===== config.mk =====
export PLATFORM = sky130hd
export DESIGN_NAME = uart_cfg
export DESIGN_NICKNAME = d
export VERILOG_FILES = /design/src/rtl/uart_cfg.sv
export SDC_FILE = /design/constraint.sdc
export NUM_CORES = 1
export LEC_CHECK = 0
export ABC_AREA = 1
export BUFFER_PORTS_ARGS = -buffer_cell sky130_fd_sc_hd__buf_4
export CORE_ASPECT_RATIO = 0.6
export CORE_MARGIN = 2
export CORE_UTILIZATION = 35
export CTS_CLUSTER_DIAMETER = 50
export DETAILED_ROUTE_END_ITERATION = 16
export PLACE_DENSITY = 0.63
export SLEW_MARGIN = 20
export SYNTH_ARGS = -nofsm -noshare
export SYNTH_HDL_FRONTEND = slang
export SYNTH_SLANG_ARGS = --single-unit

===== constraint.sdc =====
create_clock -name clock -period 3.2 [get_ports clock]
set_input_delay 0.48 -clock clock [delete_from_list [all_inputs] [get_ports clock]]
set_output_delay 0.48 -clock clock [all_outputs]
set_load 0.03 [all_outputs]

===== src/rtl/uart_cfg.sv =====
`timescale 1ns/1ps
// Configurable UART: a transmitter and an independent receiver on one clock.
// Data width, parity mode, stop-bit count and bit period are set by parameters.
//
// state    | meaning
// S_IDLE   | line idle; TX waits for start, RX waits for a low line
// S_START  | start bit (RX: half-bit wait, then false-start check)
// S_DATA   | payload bits, LSB first
// S_PARITY | parity bit (never entered when PARITY=0)
// S_STOP   | stop bit(s)
// S_BREAK  | RX only: framing error with the line still low; wait for high
module uart_cfg #(
  parameter int CLKS_PER_BIT = 16,
  parameter int DATA_BITS    = 8,
  parameter int PARITY       = 0,
  parameter int STOP_BITS    = 1
) (
  input  logic                 clock,
  input  logic                 reset,
  input  logic [DATA_BITS-1:0] send_data,
  input  logic                 start,
  output logic                 busy,
  output logic                 tx_out,
  input  logic                 rx_in,
  output logic [DATA_BITS-1:0] rx_data,
  output logic                 rx_done,
  output logic                 rx_fail,
  output logic                 rx_parity_err,
  output logic                 rx_frame_err
);

  localparam int CW = $clog2(CLKS_PER_BIT);
  localparam int BW = $clog2(DATA_BITS);

  localparam logic [CW-1:0] BIT_LAST  = CW'(CLKS_PER_BIT - 1);
  localparam logic [CW-1:0] HALF_LAST = CW'(CLKS_PER_BIT / 2 - 1);
  localparam logic [BW-1:0] DATA_LAST = BW'(DATA_BITS - 1);
  localparam logic          STOP_LAST = 1'(STOP_BITS - 1);
  localparam logic          ODD       = 1'(PARITY == 2);
  localparam bit            HAS_PAR   = (PARITY != 0);

  localparam logic [2:0] S_IDLE   = 3'd0;
  localparam logic [2:0] S_START  = 3'd1;
  localparam logic [2:0] S_DATA   = 3'd2;
  localparam logic [2:0] S_PARITY = 3'd3;
  localparam logic [2:0] S_STOP   = 3'd4;
  localparam logic [2:0] S_BREAK  = 3'd5;

  logic [2:0]           tx_state;
  logic [CW-1:0]        tx_cnt;
  logic [BW-1:0]        tx_bits;
  logic                 tx_stop;
  logic [DATA_BITS-1:0] tx_shift;
  logic                 tx_par;

  always_ff @(posedge clock) begin
    if (!reset) begin
      tx_state <= S_IDLE;
      tx_cnt   <= '0;
      tx_bits  <= '0;
      tx_stop  <= 1'b0;
      tx_shift <= '0;
      tx_par   <= 1'b0;
      tx_out   <= 1'b1;
      busy     <= 1'b0;
    end else begin
      case (tx_state)
        S_IDLE: begin
          if (start) begin
            tx_state <= S_START;
            tx_cnt   <= BIT_LAST;
            tx_shift <= send_data;
            tx_par   <= (^send_data) ^ ODD;
            tx_out   <= 1'b0;
            busy     <= 1'b1;
          end
        end
        S_START: begin
          if (tx_cnt == '0) begin
            tx_state <= S_DATA;
            tx_cnt   <= BIT_LAST;
            tx_bits  <= DATA_LAST;
            tx_out   <= tx_shift[0];
          end else begin
            tx_cnt <= tx_cnt - 1'b1;
          end
        end
        S_DATA: begin
          if (tx_cnt == '0) begin
            tx_cnt <= BIT_LAST;
            if (tx_bits == '0) begin
              if (HAS_PAR) begin
                tx_state <= S_PARITY;
                tx_out   <= tx_par;
              end else begin
                tx_state <= S_STOP;
                tx_stop  <= STOP_LAST;
                tx_out   <= 1'b1;
              end
            end else begin
              tx_bits  <= tx_bits - 1'b1;
              tx_shift <= tx_shift >> 1;
              tx_out   <= tx_shift[1];
            end
          end else begin
            tx_cnt <= tx_cnt - 1'b1;
          end
        end
        S_PARITY: begin
          if (tx_cnt == '0) begin
            tx_state <= S_STOP;
            tx_cnt   <= BIT_LAST;
            tx_stop  <= STOP_LAST;
            tx_out   <= 1'b1;
          end else begin
            tx_cnt <= tx_cnt - 1'b1;
          end
        end
        S_STOP: begin
          if (tx_cnt == '0) begin
            if (tx_stop == 1'b0) begin
              tx_state <= S_IDLE;
              busy     <= 1'b0;
            end else begin
              tx_stop <= 1'b0;
              tx_cnt  <= BIT_LAST;
            end
          end else begin
            tx_cnt <= tx_cnt - 1'b1;
          end
        end
        default: begin
          tx_state <= S_IDLE;
          tx_out   <= 1'b1;
          busy     <= 1'b0;
        end
      endcase
    end
  end

  // Synchroniser resets to the idle level so leaving reset never looks like a start bit.
  logic rx_s1, rx_s2;

  always_ff @(posedge clock) begin
    if (!reset) begin
      rx_s1 <= 1'b1;
      rx_s2 <= 1'b1;
    end else begin
      rx_s1 <= rx_in;
      rx_s2 <= rx_s1;
    end
  end

  logic [2:0]           rx_state;
  logic [CW-1:0]        rx_cnt;
  logic [BW-1:0]        rx_bits;
  logic                 rx_stop;
  logic [DATA_BITS-1:0] rx_shift;
  logic                 perr_acc;
  logic                 ferr_acc;

  always_ff @(posedge clock) begin
    if (!reset) begin
      rx_state      <= S_IDLE;
      rx_cnt        <= '0;
      rx_bits       <= '0;
      rx_stop       <= 1'b0;
      rx_shift      <= '0;
      perr_acc      <= 1'b0;
      ferr_acc      <= 1'b0;
      rx_data       <= '0;
      rx_done       <= 1'b0;
      rx_fail       <= 1'b0;
      rx_parity_err <= 1'b0;
      rx_frame_err  <= 1'b0;
    end else begin
      rx_done <= 1'b0;
      case (rx_state)
        S_IDLE: begin
          if (!rx_s2) begin
            rx_state <= S_START;
            rx_cnt   <= HALF_LAST;
          end
        end
        S_START: begin
          if (rx_cnt == '0) begin
            if (rx_s2) begin
              rx_state <= S_IDLE;
            end else begin
              rx_state <= S_DATA;
              rx_cnt   <= BIT_LAST;
              rx_bits  <= DATA_LAST;
              perr_acc <= 1'b0;
              ferr_acc <= 1'b0;
            end
          end else begin
            rx_cnt <= rx_cnt - 1'b1;
          end
        end
        S_DATA: begin
          if (rx_cnt == '0) begin
            rx_cnt   <= BIT_LAST;
            rx_shift <= {rx_s2, rx_shift[DATA_BITS-1:1]};
            if (rx_bits == '0) begin
              rx_state <= HAS_PAR ? S_PARITY : S_STOP;
              rx_stop  <= STOP_LAST;
            end else begin
              rx_bits <= rx_bits - 1'b1;
            end
          end else begin
            rx_cnt <= rx_cnt - 1'b1;
          end
        end
        S_PARITY: begin
          if (rx_cnt == '0) begin
            perr_acc <= rx_s2 ^ (^rx_shift) ^ ODD;
            rx_state <= S_STOP;
            rx_cnt   <= BIT_LAST;
          end else begin
            rx_cnt <= rx_cnt - 1'b1;
          end
        end
        S_STOP: begin
          if (rx_cnt == '0) begin
            if (rx_stop != 1'b0) begin
              rx_stop  <= 1'b0;
              rx_cnt   <= BIT_LAST;
              ferr_acc <= ferr_acc | ~rx_s2;
            end else begin
              rx_done       <= 1'b1;
              rx_data       <= rx_shift;
              rx_parity_err <= perr_acc;
              rx_frame_err  <= ferr_acc | ~rx_s2;
              rx_fail       <= perr_acc | ferr_acc | ~rx_s2;
              // A line still low here is a held break: report it once, then wait for idle.
              rx_state      <= rx_s2 ? S_IDLE : S_BREAK;
            end
          end else begin
            rx_cnt <= rx_cnt - 1'b1;
          end
        end
        S_BREAK: begin
          if (rx_s2) rx_state <= S_IDLE;
        end
        default: rx_state <= S_IDLE;
      endcase
    end
  end

endmodule


==> impl_metrics.py, run 1 <==
metrics = {
    "outcome": {
        "outcome": "complete, no violations",
    },
    "floorplanning": {
        "dieHeight_um": 71.10,
        "initial_utilization": 0.3614,
        "core_area_mm2": 0.007267,
        "die_x_um": 115.8,
        "io_pins": 26,
        "die_area_mm2": 0.008236,
        "rows": 24,
    },
    "cts": {
        "numCtsBuffers": 5,
        "cts_buffer_depth": 2,
        "ctsHoldBuffers": 0,
        "cts_resized": 0,
        "cts_sinks": 54,
        "tritoncts": "done",
        "clock_latency_ps": 290,
        "post-cts-setup-buffers": 0,
        "clk_pin_slew_ps": 70,
        "h-tree-depth": 2,
        "root_buffer": "clkbuf_16",
    },
    "detailed_routing": {
        "drtIter0Drc": 127,
        "wl_per_cell_um": 10.94,
        "vias_per_cell": 4.594,
        "drc_errors": 0,
        "via_count": 2306,
        "wl_um": 5492,
        "drtPass1Iterations": 4,
        "final_antenna_net_count": 0,
    },
    "sta": {
        "worst_slew_pin_slew_ps": 535.4,
        "setup-tns-final_ps": 0,
        "layout_worst_path_cycle_share": 0.5739,
        "final_max_slew_viol_count": 0,
        "finalHoldViolCount": 0,
        "setup_viol": 0,
        "maxSlewHeadroom": 0.6427,
        "fin_crit_ps": 1837,
        "max_freq_mhz": 544.5,
        "skew_ps": 7.544,
        "rsz0062_at_grt": "no",
    },
    "logic_synthesis": {
        "syn_nets": 393,
        "synthDistinctLibCells": 29,
        "synth_edf_count": 0,
        "yosys_register_bits": 54,
        "synthTopCellsByArea": "dfxtp_1 (41%), nand2_1 (15%), a21oi_1 (6.7%), nor2_1 (6.0%), inv_1 (5.4%)",
        "yosysTopAreaCellShare": 0.4116,
        "synth_top_cell_by_area": "dfxtp_1",
        "synthCells": 375,
        "ys_seq_area_frac": 0.4116,
        "avgSynthCellArea_um2": 7.003,
        "netlist_area_mm2": 0.002626,
        "yosys_warnings": 0,
        "synth-main-ff-cell": "dfxtp_1",
        "synthArstFlopShare": 0,
    },
    "setup_path": {
        "required_ps": 3420,
        "crit_path_end": "rx_cnt[3]$_SDFFE_PN0P_",
        "end_kind": "flip-flop",
        "worstPathMaxFanout": 17,
        "ff2ff_path_depth": 10,
        "reg2reg_from": "rx_cnt[0]$_SDFFE_PN0P_",
        "rrSetupSlack_ps": 1360,
        "start_kind": "flip-flop",
        "r2r-end": "rx_cnt[3]$_SDFFE_PN0P_",
        "arrival_ps": 2050,
        "setup.worst_path.start": "rx_cnt[0]$_SDFFE_PN0P_",
        "path_class": "reg -> reg",
    },
    "placement": {
        "io_buffers": 25,
        "hpwl_um": 4043,
        "place.gp.congestion": 0.8448,
    },
    "worst_hold_path": {
        "hold_start": "rx_in",
        "min_path_type": "in -> reg",
    },
    "layout": {
        "n_fill_cell": 761,
        "final_cell_mix": "nand2_1 (106), dfxtp_1 (54), nor2_1 (42), inv_1 (38), a21oi_1 (35)",
        "diodes": 0,
        "nets": 415,
        "final_common_cell": "nand2_1",
        "layout-drive-gt1-share": 0.1457,
        "area_delta_synth_final_pct": 15.72,
    },
    "power_and_ir_drop": {
        "switching_share": 0.2911,
        "total_leakage_power_uw": 0.001369,
        "p_switching_uw": 495.3,
        "seqPwrFrac": 0.441,
        "power.internal_uw": 1206,
        "clkPwrFrac": 0.357,
        "total_power_uw": 1701,
        "power_frac_comb": 0.201,
        "power.density_mw_per_mm2": 559.8,
        "ir_worst_vdd_mv": 0.2066,
    },
    "global_routing": {
        "grt_pass1_vias": 2078,
        "antenna_found_initial": 0,
        "grt_use_total": 0.1443,
        "grt_pass1_wl_um": 9501,
        "grt_start_max_net_pins": 37,
        "gr-total-overflow": 0,
    },
    "job": {
        "maxCapViolCount": 0,
    },
}
## worst min path at each step
stage                       endpoint  slack [ps]  cells past startpoint
finish              rx_s1$_SDFF_PN1_         370                      2
global route        rx_s1$_SDFF_PN1_         370                      2
CTS                 rx_s1$_SDFF_PN1_         370                      2
detailed placement  rx_s2$_SDFF_PN1_         400                      1
global placement    rx_s2$_SDFF_PN1_         400                      1
floorplan           rx_s2$_SDFF_PN1_         390                      1
## sequential cells by signal (all words and copies together) (netlist names), 3 cells and up
name      flops
rx_bits       3
rx_cnt        4
rx_data       8
rx_shift      8
rx_state      3
tx_bits       3
tx_cnt        4
tx_shift      8
tx_state      3
## critical path, cell delays in order (launching register included)
cell	delay (ps)
dfxtp_1	310
inv_1	110
ha_1	180
nand2_1	120
nor2_4	190
nand2_2	160
inv_2	240
nor2_1	100
nand2_1	160
nand2_1	70
a21oi_1	110
## area by class of cell
| type | instances | area, µm² | share of cell area |
|---|---|---|---|
| clock buffers | 5 | 125.1 | 0.04117 |
| inverters | 42 | 157.7 | 0.05187 |
| clock inverters | 3 | 40.04 | 0.01317 |
| multi-input cells | 269 | 1318 | 0.4335 |
| repair buffers | 25 | 187.7 | 0.06175 |
| well taps | 104 | 130.1 | 0.04282 |
| flip-flops and latches | 54 | 1081 | 0.3557 |
## synthesized netlist by cell type (3+ instances only)
| cell type | number |
|---|---|
| nand2_1 | 106 |
| dfxtp_1 | 54 |
| nor2_1 | 42 |
| inv_1 | 38 |
| a21oi_1 | 35 |
| o21ai_0 | 28 |
| nand3_1 | 19 |
| ha_1 | 6 |
| nand4_1 | 5 |
| clkbuf_1 | 4 |
| nand2_2 | 4 |
| nor2_2 | 4 |
| inv_2 | 3 |
| nand3_2 | 3 |
| or2_2 | 3 |
## logic make-up (layout without fill, tap and decap cells)
group,count (synthesis),count (layout),share of synthesized area
buffers and inverters,52,75,0.08670
adders and majority gates,6,6,0.02858
AOI/OAI and AO/OA,69,69,0.1410
DFF,54,54,0.4116
xor gates and xnor gates,3,3,0.01001
and+or+nand+nor,191,191,0.3221
## through the flow
stage / cell area, µm² / setup slack [ps] / util / cells / hold slack, ps
after global routing: 3039 / 1077 / 0.4182 / 502 / 374.8
final: 3039 / 1363 / 0.4182 / 502 / 374.5
after detailed placement: 2874 / 1291 / 0.3955 / 494 / 397.8
after CTS: 3039 / 1356 / 0.4182 / 502 / 370.5
after floorplan: 2626 / 1750 / - / 375 / 392.5
after global placement: 2874 / 1316 / 0.3955 / 494 / 400.2
## power by group through the flow
stage | sequential (µW) | combinational, µW | clock [µW]
after floorplan | 766 | 273 | 0
after global placement | 765 | 331 | 0
after detailed placement | 766 | 339 | 0
after CTS | 751 | 342 | 630
after global routing | 757 | 402 | 653
final | 751 | 342 | 608
## per-layer routing
layer	wire length, µm	GRT usage	vias up
met2	2150	0.2008	41
met3	242	0.04113	5
met4	51	0.03571	0
met5	0	0	-
met1	3048	0.2179	1020
li1	-	-	1240
Note: power is estimated with default switching activity, not from simulation.
==> run 2, diff against run 1 <==
--- a/config.mk
+++ b/config.mk
@@ -5,14 +5,14 @@
 export SDC_FILE = /design/constraint.sdc
 export NUM_CORES = 1
 export LEC_CHECK = 0
-export ABC_AREA = 1
+export ABC_AREA = 0
 export BUFFER_PORTS_ARGS = -buffer_cell sky130_fd_sc_hd__buf_4
 export CORE_ASPECT_RATIO = 0.6
 export CORE_MARGIN = 2
 export CORE_UTILIZATION = 35
 export CTS_CLUSTER_DIAMETER = 50
 export DETAILED_ROUTE_END_ITERATION = 16
-export PLACE_DENSITY = 0.63
+export PLACE_DENSITY = 0.65
 export SLEW_MARGIN = 20
 export SYNTH_ARGS = -nofsm -noshare
 export SYNTH_HDL_FRONTEND = slang
==> constraint.sdc (replaced) <==
create_clock -name clock -period 1.6 [get_ports clock]
set_input_delay 0.24 -clock clock [delete_from_list [all_inputs] [get_ports clock]]
set_output_delay 0.24 -clock clock [all_outputs]
set_load 0.03 [all_outputs]
==> impl_metrics.py, run 2 <==
metrics = {
    "sta": {
        "setup_viol": 4,
        "finalWorstSetupSlack_ps": -35.58,
        "worst_slew_pin_slew_ps": 362.3,
        "skew_ps": 4.401,
        "rsz0062_at_grt": "yes",
        "maxSlewHeadroom": 0.7581,
        "max_freq_mhz": 611.4,
        "layout_worst_path_cycle_share": 1.022,
        "fin_crit_ps": 1636,
        "timing.hold.ws_ps": 129.8,
        "final_max_slew_viol_count": 0,
        "finalHoldViolCount": 0,
    },
    "global_routing": {
        "antenna_found_initial": 0,
        "grt_use_total": 0.1524,
        "grt_start_max_net_pins": 28,
        "grt_pass1_vias": 2202,
        "grt_pass1_wl_um": 9949,
        "gr-total-overflow": 0,
    },
    "placement": {
        "hpwl_um": 4289,
        "place.gp.congestion": 0.8305,
        "io_buffers": 25,
        "place_inst": 455,
    },
    "logic_synthesis": {
        "yosysTopAreaCellShare": 0.4095,
        "syn_nets": 331,
        "yosys_register_bits": 54,
        "synth_top_cell_by_area": "dfxtp_1",
        "post-synth-top-count-cell": "dfxtp_1",
        "synthCells": 313,
        "synth-main-ff-cell": "dfxtp_1",
        "synthTopCellsByArea": "dfxtp_1 (41%), a21oi_1 (5.7%), mux2i_1 (5.7%), nand2_1 (4.0%), nor2_1 (3.7%)",
        "synth_edf_count": 0,
        "yosys_warnings": 0,
        "synthDistinctLibCells": 52,
        "avgSynthCellArea_um2": 8.435,
        "netlist_top_cells_count": "dfxtp_1 (54), a21oi_1 (30), nand2_1 (28), nor2_1 (26), o21ai_0 (18)",
        "synthArstFlopShare": 0,
        "netlist_area_mm2": 0.002640,
        "ys_seq_area_frac": 0.4095,
    },
    "detailed_routing": {
        "drc_errors": 0,
        "drtPass1Iterations": 4,
        "wl_per_cell_um": 13.07,
        "wl_um": 6105,
        "drtIter0Drc": 159,
        "vias_per_cell": 5.009,
        "via_count": 2339,
        "final_antenna_net_count": 0,
    },
    "power_and_ir_drop": {
        "total_leakage_power_uw": 0.001420,
        "clkPwrFrac": 0.333,
        "p_switching_uw": 897.2,
        "power_frac_comb": 0.216,
        "power.density_mw_per_mm2": 934.8,
        "power.internal_uw": 2387,
        "ir_worst_vdd_mv": 0.3981,
        "seqPwrFrac": 0.451,
        "switching_share": 0.2732,
    },
    "layout": {
        "diodes": 0,
        "layout-drive-gt1-share": 0.3168,
        "final_common_cell": "buf_4",
        "largest_registers": "rx_data: 8 flops, rx_shift: 8 flops, tx_shift: 8 flops",
        "nets": 380,
        "final_cells": 467,
        "n_fill_cell": 710,
        "final_cell_mix": "buf_4 (60), dfxtp_1 (48), nand2_1 (27), a21oi_1 (27), nor2_1 (26)",
        "area_delta_synth_final_pct": 33.08,
    },
    "cts": {
        "cts_sinks": 54,
        "tritoncts": "done",
        "ctsHoldBuffers": 0,
        "numCtsBuffers": 5,
        "clk_pin_slew_ps": 70,
        "cts_buffer_depth": 2,
        "h-tree-depth": 2,
        "clock_latency_ps": 290,
        "root_buffer": "clkbuf_16",
    },
    "setup_path": {
        "end_kind": "flip-flop",
        "required_ps": 1830,
        "worstPathMaxFanout": 5,
        "path_class": "reg -> reg",
        "start_kind": "flip-flop",
        "arrival_ps": 1870,
    },
    "floorplanning": {
        "core_area_mm2": 0.007297,
        "dieHeight_um": 71.28,
        "die_area_mm2": 0.008277,
        "io_pins": 26,
        "die_x_um": 116.1,
        "initial_utilization": 0.3618,
        "rows": 24,
    },
    "worst_hold_path": {
        "min_path_type": "in -> reg",
    },
    "outcome": {
        "failed_checks": "negative setup slack",
        "outcome": "finished with violations",
    },
    "job": {
        "maxCapViolCount": 0,
    },
}
## run 2: final cells by class
| cell class | instances | area [µm²] | share of cell area |
|---|---|---|---|
| well taps | 104 | 130.1 | 0.03704 |
| clock inverters | 1 | 5.005 | 0.001425 |
| multi-input cells | 221 | 1572 | 0.4473 |
| flip-flops and latches | 54 | 1089 | 0.3098 |
| inverters | 16 | 62.56 | 0.01781 |
| repair buffers | 64 | 513.0 | 0.1460 |
| clock buffers | 7 | 142.6 | 0.04060 |
## run 2: what timing repair did
action | in CTS | in global routing
pin swaps | 5 | 10
gates resized for setup | 10 | 23
hold endpoints to repair | 0 | 0
endpoints found under the setup margin | 11 | 37
buffers inserted | 1 | 3
## run 2: layer usage
| metal | vias to the layer above | wire [µm] | track usage |
|---|---|---|---|
| met5 | - | 0 | 0 |
| met4 | 0 | 14 | 0.04233 |
| met3 | 4 | 252 | 0.03807 |
| met2 | 38 | 2677 | 0.2255 |
| met1 | 1090 | 3161 | 0.2220 |
| li1 | 1207 | - | - |
## run 2: cells by family after synthesis
kind of cell	synth area share
muxes	0.05687
adders and majority gates	0.02844
and+or+nand+nor	0.2095
AOI/OAI and AO/OA	0.2066
DFF	0.4095
buffers and inverters	0.06066
xor gates and xnor gates	0.02844
## run 2: power groups by stage
stage / Combinational, µW / Sequential [µW] / Clock (µW)
2_1_floorplan: 425 / 1510 / 0
3_3_place_gp: 614 / 1500 / 0
3_5_place_dp: 622 / 1510 / 0
4_1_cts: 643 / 1480 / 1140
5_1_grt: 780 / 1490 / 1180
6_report: 708 / 1480 / 1090
## run 2: worst max-delay path, stage by stage (launching register included)
cell and delay, ps:
dfxtp_2 330, inv_2 60, ha_4 140, or3b_4 430, or4_4 500, a21oi_2 120
## run 2: through the flow
step           setup TNS [ps]  setup slack [ps]  utilization  total power, µW  instance area [µm²]
2_1_floorplan          -32.63            -16.38            -             1933                 2723
3_3_place_gp           -30.71            -9.233       0.4395             2117                 3207
3_5_place_dp           -394.2            -57.56       0.4395             2128                 3207
4_1_cts                -141.6            -42.94       0.4659             3259                 3400
5_1_grt                -446.1            -81.34       0.4815             3450                 3513
6_report               -70.77            -35.58       0.4815             3284                 3513
## run 2: final timing paths
check                                            start                       to  slack (ps)  cells after the start
worst max-delay path            tx_cnt[0]$_SDFFE_PN0P_  tx_bits[0]$_SDFFE_PN0P_         -40                      5
worst min-delay path                             rx_in         rx_s1$_SDFF_PN1_         130                      2
worst max register to register  tx_cnt[0]$_SDFFE_PN0P_  tx_bits[0]$_SDFFE_PN0P_         -40                      5
worst min register to register        rx_s1$_SDFF_PN1_         rx_s2$_SDFF_PN1_         410                      1
